**config.mk**
```make
export PLATFORM = sky130hd
export DESIGN_NAME = pulse_generator
export DESIGN_NICKNAME = d
export VERILOG_FILES = /design/src/rtl/pulse_generator.sv
export SDC_FILE = /design/constraint.sdc
export NUM_CORES = 1
export LEC_CHECK = 0
export CAP_MARGIN = 20
export CORE_ASPECT_RATIO = 0.9
export CORE_UTILIZATION = 55
export CTS_CLUSTER_SIZE = 40
export DETAILED_ROUTE_END_ITERATION = 6
export PLACE_DENSITY = 0.84
export SLEW_MARGIN = 20
export SYNTH_ARGS = -nofsm -noshare
export SYNTH_HDL_FRONTEND = slang
export SYNTH_SLANG_ARGS = --single-unit
```
**constraint.sdc**
```tcl
create_clock -name clk -period 1.9 [get_ports clk]
set_input_delay 0.19 -clock clk [delete_from_list [all_inputs] [get_ports clk]]
set_output_delay 0.19 -clock clk [all_outputs]
set_load 0.01 [all_outputs]
```
**src/rtl/pulse_generator.sv**
```systemverilog
// pulse_generator: multi-channel fixed-width pulse generator with guard gap.
// Each channel turns one-cycle requests into registered pulses of PULSE_LEN
// cycles, followed by at least GAP_LEN inactive cycles.
// Ports:
//   clk           - clock, rising edge
//   rst           - asynchronous reset, active low
//   trigger_input - per-channel pulse request, sampled every edge
//   signal_output - per-channel registered pulse output
//   busy          - per-channel ACTIVE/GUARD/pending status
// Build option: define PULSE_GEN_RETRIGGER_EN so that a request during a
// pulse extends it instead of queueing a follow-up pulse.
module pulse_generator #(
    parameter int SIGNAL_NUM   = 8,
    parameter int PULSE_LEN    = 4,
    parameter int GAP_LEN      = 2,
    parameter bit ACTIVE_LEVEL = 1'b1
) (
    input  logic                  clk,
    input  logic                  rst,
    input  logic [SIGNAL_NUM-1:0] trigger_input,
    output logic [SIGNAL_NUM-1:0] signal_output,
    output logic [SIGNAL_NUM-1:0] busy
);

    localparam int MAX_LEN = (PULSE_LEN > GAP_LEN) ? PULSE_LEN : GAP_LEN;
    localparam int CW      = $clog2(MAX_LEN + 1);

    localparam logic [CW-1:0] PULSE_CNT = CW'(PULSE_LEN);
    localparam logic [CW-1:0] GAP_CNT   = CW'(GAP_LEN);
    localparam logic [CW-1:0] ONE       = CW'(1);

`ifdef PULSE_GEN_RETRIGGER_EN
    localparam bit RETRIG = 1'b1;
`else
    localparam bit RETRIG = 1'b0;
`endif

    typedef enum logic [1:0] {
        IDLE   = 2'd0,
        ACTIVE = 2'd1,
        GUARD  = 2'd2
    } state_t;

    for (genvar i = 0; i < SIGNAL_NUM; i++) begin : g_ch
        state_t        state;
        state_t        state_nxt;
        logic [CW-1:0] cnt;
        logic [CW-1:0] cnt_nxt;
        logic          pend;
        logic          pend_nxt;
        logic          out_q;
        logic          out_nxt;
        logic          trig;

        assign trig = trigger_input[i];

        // State register; the output bit is a flop of its own so no
        // combinational path exists from trigger_input to signal_output.
        always_ff @(posedge clk or negedge rst) begin
            if (!rst) begin
                state <= IDLE;
                cnt   <= '0;
                pend  <= 1'b0;
                out_q <= ~ACTIVE_LEVEL;
            end else begin
                state <= state_nxt;
                cnt   <= cnt_nxt;
                pend  <= pend_nxt;
                out_q <= out_nxt;
            end
        end

        // Next-state logic. The counter holds the cycles left in the
        // current ACTIVE or GUARD phase, including the present one.
        always_comb begin
            state_nxt = state;
            cnt_nxt   = cnt;
            pend_nxt  = pend;
            unique case (state)
                IDLE: begin
                    if (trig) begin
                        state_nxt = ACTIVE;
                        cnt_nxt   = PULSE_CNT;
                    end
                end
                ACTIVE: begin
                    if (RETRIG && trig) begin
                        cnt_nxt = PULSE_CNT;
                    end else begin
                        if (trig) begin
                            pend_nxt = 1'b1;
                        end
                        if (cnt == ONE) begin
                            if (GAP_LEN != 0) begin
                                state_nxt = GUARD;
                                cnt_nxt   = GAP_CNT;
                            end else if (pend || trig) begin
                                // No guard: next pulse merges with this one.
                                cnt_nxt  = PULSE_CNT;
                                pend_nxt = pend & trig;
                            end else begin
                                state_nxt = IDLE;
                                cnt_nxt   = '0;
                            end
                        end else begin
                            cnt_nxt = cnt - ONE;
                        end
                    end
                end
                GUARD: begin
                    if (cnt == ONE) begin
                        if (pend || trig) begin
                            // A queued request is served first; a trigger
                            // arriving alongside it becomes the new pending.
                            state_nxt = ACTIVE;
                            cnt_nxt   = PULSE_CNT;
                            pend_nxt  = pend & trig;
                        end else begin
                            state_nxt = IDLE;
                            cnt_nxt   = '0;
                        end
                    end else begin
                        cnt_nxt = cnt - ONE;
                        if (trig) begin
                            pend_nxt = 1'b1;
                        end
                    end
                end
                default: begin
                    state_nxt = IDLE;
                    cnt_nxt   = '0;
                    pend_nxt  = 1'b0;
                end
            endcase
        end

        // Output logic: the registered level follows the next state.
        always_comb begin
            out_nxt = ~ACTIVE_LEVEL;
            if (state_nxt == ACTIVE) begin
                out_nxt = ACTIVE_LEVEL;
            end
        end

        assign signal_output[i] = out_q;
        assign busy[i]          = (state != IDLE) | pend;
    end

endmodule

```
Word level (Yosys, flattened, before mapping)
Index checks and enable logic that the tools add are counted.

storage, ports and cells
  bits in registers = 56
  input bits = 10
  logic and storage cells = 264

cells by class
  add/sub/neg operators = 8
  equality and inequality tests = 48
  muxes and demuxes = 120
  bitwise operators = 24
  reduce and logical (&&, ||, !) cells = 32

operators by type and width
  kind                                               count
  two-way mux 3 bit                                  32
  case mux 3 bit (3 select lines)                    8
  two-way mux 2 bit                                  24
  case mux 2 bit (3 select lines)                    8
  two-way mux 1 bit                                  40
  == test 2 x 1 -> 1 bit (second input constant)     16
  == test 3 x 1 -> 1 bit (second input constant)     8
  inequality test 3 bit (second input constant)      8
  case mux 1 bit (3 select lines)                    8
  subtractor 3 x 1 -> 3 bit (second input constant)  8
  == test 2 bit (second input constant)              8
  zero test 2 bit                                    8
  inequality test 2 bit (second input constant)      8
  AND reduction 2 bit                                8
  nonzero test 2 bit                                 8
  bitwise AND 1 bit                                  8
  logical OR 1 bit                                   8
  NOT 1 bit                                          8
  OR 1 bit                                           8

Depth between registers and ports, before layout
  word-level depth = 6
  gate-level depth with buffers = 6

Worst setup path after synthesis
Ideal clock, no wire load.

  path kind = register to register
  from = reg g_ch[7].cnt[0]
  to = reg g_ch[7].out_q
  setup time = 0.065 ns
  arrival time = 1.473 ns
  required time = 1.835 ns
  slack = 0.362 ns
  cell stages (with the launch flop) = 6
  cell sequence = dfrtp_1 > ha_1 > nor2b_2 > or4_4 > o311ai_4 > o21a_1

on the way
  word-level cells in the longest chain between the ends = 5

RTL lines
  item                                  line     text
  from (decl)                           47       logic [CW-1:0] cnt;
  from (signal assigned)                67       cnt <= cnt_nxt;
  == test 3 x 1 -> 1 bit (*)            93, 111
  two-way mux 2 bit (on tied branches)  111, 93
  case mux 2 bit (3 select lines) (*)   79       unique case (state)
  net g_ch[7].state_nxt[0]              46       state_t state_nxt;
  == test 2 x 1 -> 1 bit (*)            140      if (state_nxt == ACTIVE) begin
  two-way mux 1 bit (*)                 140
  net g_ch[7].out_nxt                   52       logic out_nxt;
  to (signal assigned)                  64       out_q <= ~ACTIVE_LEVEL;
  to (signal assigned)                  69       out_q <= out_nxt;
  to (decl)                             51       logic out_q;

Mark *: on every way through the listed nets, which the timed path passes. The rest lies on a longest branch.
A chain may end at the register's enable or synchronous reset.

Final worst setup path
  from = reg g_ch[4].state[1]
  to = out busy[4]

on the way
  word-level cells in the longest chain between the ends = 2

RTL lines
  item                    line  text
  from (decl)             45    state_t state;
  from (signal assigned)  66    state <= state_nxt;
  nonzero test 2 bit      146   assign busy[i] = (state != IDLE) | pend;
  OR 1 bit                146
  to (decl)               22    output logic [SIGNAL_NUM-1:0] busy

Every way passes these cells.

==> run summary <==
OUTCOME
--------------------------------------------------------------------------------------------
Status                                                                          complete, no violations

SYNTHESIS
--------------------------------------------------------------------------------------------
Synth Area in XOR/XNOR                                                                     0
Synth unique cells                                                                        41
Basic-gate share of the synthesized area counting and, or, nand and nor cells          0.203
Syn Std Cell Area                                                                  3830 um^2
Fraction of synthesized cell area taken by the top area cell type                      0.366
Count leader, synth                                                                  dfrtp_1
FFs w/ async S/R, synth                                                                 1.00
Most frequent cells after synthesis                                             dfrtp_1 (56), ha_1 (48), inv_1 (44), a21oi_1 (36), nand2_1 (36)
Main combinational cell family by area after synthesis                          simple AND/OR/NAND/NOR gates
Share of the synthesized area in compound gates (AO/OA/AOI/OAI)                        0.199
Number of instances in the synthesized netlist                                           435
Post-synthesis sequential element count                                                   56
Syn_nets                                                                                 493
Number of synthesis warnings                                                               0
Fraction of the yosys area taken by sequential cells                                   0.366
Number of synthesized flops with an enable pin                                             0
Share of cell area taken by muxes after synthesis                                     0.0167
Adder-cell share of the synthesized area                                               0.157
Top_reg_cell synth                                                                   dfrtp_1
Top cells by area in the synthesized netlist                                    dfrtp_1 (37%), ha_1 (16%), a21oi_1 (4.7%)
Post-synthesis area per instance                                                   8.81 um^2
Most area-hungry cell type in the Yosys netlist                                      dfrtp_1

DRT
--------------------------------------------------------------------------------------------
Via Count                                                                               3119
Total detailed-routing wirelength                                                    7.47 mm
Number of search-and-repair iterations in the first detailed-routing pass                  4
Via count normalized by instance count                                                  5.51
DRT iter0 DRCs                                                                           171
DRC violation count after routing                                                          0
Number of nets with antenna violations after detailed routing                              0
Routed len/inst                                                                      13.2 um

TIMING
--------------------------------------------------------------------------------------------
Timing-limited maximum frequency                                                     548 MHz
Slew at the pin closest to its max-slew limit                                       0.359 ns
Period utilisation layout                                                              0.960
Layout Skew                                                                       0.00458 ns
Min Clock Period, post-route                                                         1.82 ns
Post-route setup TNS                                                                    0 ns
Tightest slew margin relative to the limit                                             0.759
Endpoints failing setup                                                                    0
Final hold violation count                                                                 0
Fin. max-slew vios                                                                         0
Unrepaired setup endpoints after global routing                                        false

PLACED DESIGN
--------------------------------------------------------------------------------------------
HPWL after DPL                                                                       5.27 mm
Final weighted congestion of routability-driven global placement                       0.908
Total cell area at the placement stage                                             4150 um^2
Port bufs                                                                                 25

CELLS AND AREA
--------------------------------------------------------------------------------------------
Diodes inserted                                                                            0
Fraction of layout cells with a size suffix above 1                                   0.0840
Signed area change from the synthesized netlist to the final layout                    15.9%
Total number of nets in the final design                                                 533
Area of all placed cells without fillers                                           4440 um^2

HOLD PATH
--------------------------------------------------------------------------------------------
Worst min-delay path class                                                          in2async

SETUP PATH
--------------------------------------------------------------------------------------------
Worst path arrival time                                                              1.63 ns
End of the worst register-to-register path                                      g_ch[4].out_q
Critical path's slowest cell                                                    clkdlybuf4s50_1
Flop2flop setup slack                                                                0.12 ns
CP delay by family, top                                                         buffers and inverters
Worst R2R Start                                                                 g_ch[4].state[1]
Required time worst endpoint                                                         1.71 ns
Count of buffering cells on the critical path with inverters included                      2
Largest fanout on the critical path                                                        7
Highest cell delay on the worst timing path                                          0.53 ns
Worst reg2reg path depth                                                                   6
Critical path cell sequence                                                     inv_1 -> ha_4 -> nand2b_1 -> clkdlybuf4s50_1
CP Launch Type                                                                          flop
Kind of end point of the critical path                                          primary output
Critical path class                                                                  reg2out

FLOORPLANNING
--------------------------------------------------------------------------------------------
Horizontal die dimension                                                             90.0 um
Initial Util                                                                           0.576
Area of the die                                                                    7310 um^2
Rows                                                                                      28
Placeable core region                                                              6660 um^2
# IOs                                                                                     26
Height of the die                                                                    81.2 um

PWR
--------------------------------------------------------------------------------------------
Power Dens Cells                                                                1690 nW/um^2
Worst supply voltage drop on vdd                                                   0.00104 V
LEAKAGE                                                                              2.04 nW

CTS
--------------------------------------------------------------------------------------------
Clock-pin slew of the registers on the worst-case setup and hold paths               0.10 ns
Clock tree from TritonCTS                                                               done
Clock latency on the worst-skew pair                                                 0.30 ns
Htree depth                                                                                2
Number of buffers on the longest clock path                                                2
CTS sink cnt                                                                              56
Clock Root Buffer                                                                   clkbuf_8
Clock buffer count from CTS                                                                5

GLOBAL ROUTING
--------------------------------------------------------------------------------------------
Overall global routing resource usage                                                  0.204
Largest net degree at the start of global routing                                         57
Total global routing overflow                                                              0
Number of antenna violations at the first check in global routing                          0
First-pass GRT wire length                                                           12.3 mm
Via count of the first global-routing pass                                              2916

FLOW RUN
--------------------------------------------------------------------------------------------
Reported max-cap violation count                                                           0

what timing repair did:
action	4_1_cts	5_1_grt
hold buffers	1	0
gates resized for setup	2	9
endpoints found under the setup margin	7	8
buffers inserted	7	7
endpoints found under the hold margin	56	0
layout by cell type, fill, tap and decap left out, types with 6 or more instances in the layout:
cell / instances
nor2b_1: 23
a21oi_1: 36
inv_1: 44
nand2_1: 36
nor3_1: 6
buf_4: 14
o21ai_0: 22
nand2b_1: 16
o31ai_1: 10
dfrtp_1: 56
a21o_1: 8
clkbuf_8: 7
nor2_1: 35
nand3_1: 13
o21ai_1: 13
clkdlybuf4s50_1: 23
ha_1: 41
how the worst max path moves through the flow:
stage | from | endpoint | slack, ns | cells past startpoint
after global routing | g_ch[6].state[1] | busy[6] | 0.002 | 4
final | g_ch[4].state[1] | busy[4] | 0.08 | 4
after floorplan | g_ch[7].cnt[0] | g_ch[7].out_q | 0.36 | 5
after CTS | g_ch[3].state[1] | busy[3] | 0.001 | 4
after detailed placement | g_ch[4].state[0] | g_ch[4].out_q | 0.23 | 6
after global placement | g_ch[0].state[1] | g_ch[0].out_q | 0.31 | 6
area by class of cell:
| cell class | count | area, um^2 |
|---|---|---|
| Fill cell | 549 | 2210 |
| Clock inverter | 1 | 30.0 |
| Sequential cell | 56 | 1400 |
| Timing Repair Buffer | 41 | 383 |
| Clock buffer | 7 | 96.3 |
| Multi-Input combinational cell | 327 | 2250 |
| Inverter | 44 | 165 |
| Tap cell | 90 | 113 |
stage by stage:
step	power, mW	hold WS [ns]	instances	util	setup WS (ns)
final	7.52	0.408	566	0.667	0.0768
after global routing	8.18	0.439	566	0.667	0.00185
after CTS	7.33	0.419	559	0.653	0.00142
after detailed placement	6.34	0.216	543	0.623	0.231
after global placement	6.16	0.220	543	0.623	0.314
after floorplan	5.24	-0.106	435	-	0.362
flip-flops by register name, summed over array words and instances (netlist names):
signal and count:
g_ch.cnt 24, g_ch.out_q 8, g_ch.pend 8, g_ch.state 16
worst min-delay path, cell delays in order:
cell,delay (ns)
dlygate4sd3_1,0.52
buf_2,0.12
buf_12,0.27
per-layer routing:
layer,GRT usage,part of all wire
met1,0.262,0.49
met2,0.358,0.48
met3,0.0384,0.031
met4,0.0516,0.0068
met5,0,0
cells by family after synthesis:
group,Yosys count
AOI/OAI and AO/OA,121
adders and majority gates,48
buffers and inverters,52
DFF,56
muxes,6
and+or+nand+nor,152
where the power goes:
group	leakage (nW)	switching, mW	internal [mW]	total (mW)
logic	1.27	2.38	2.16	4.54
registers	0.710	0.404	1.74	2.15
clock network	0.0645	0.374	0.466	0.839
Power figures use the tool's default switching activity.
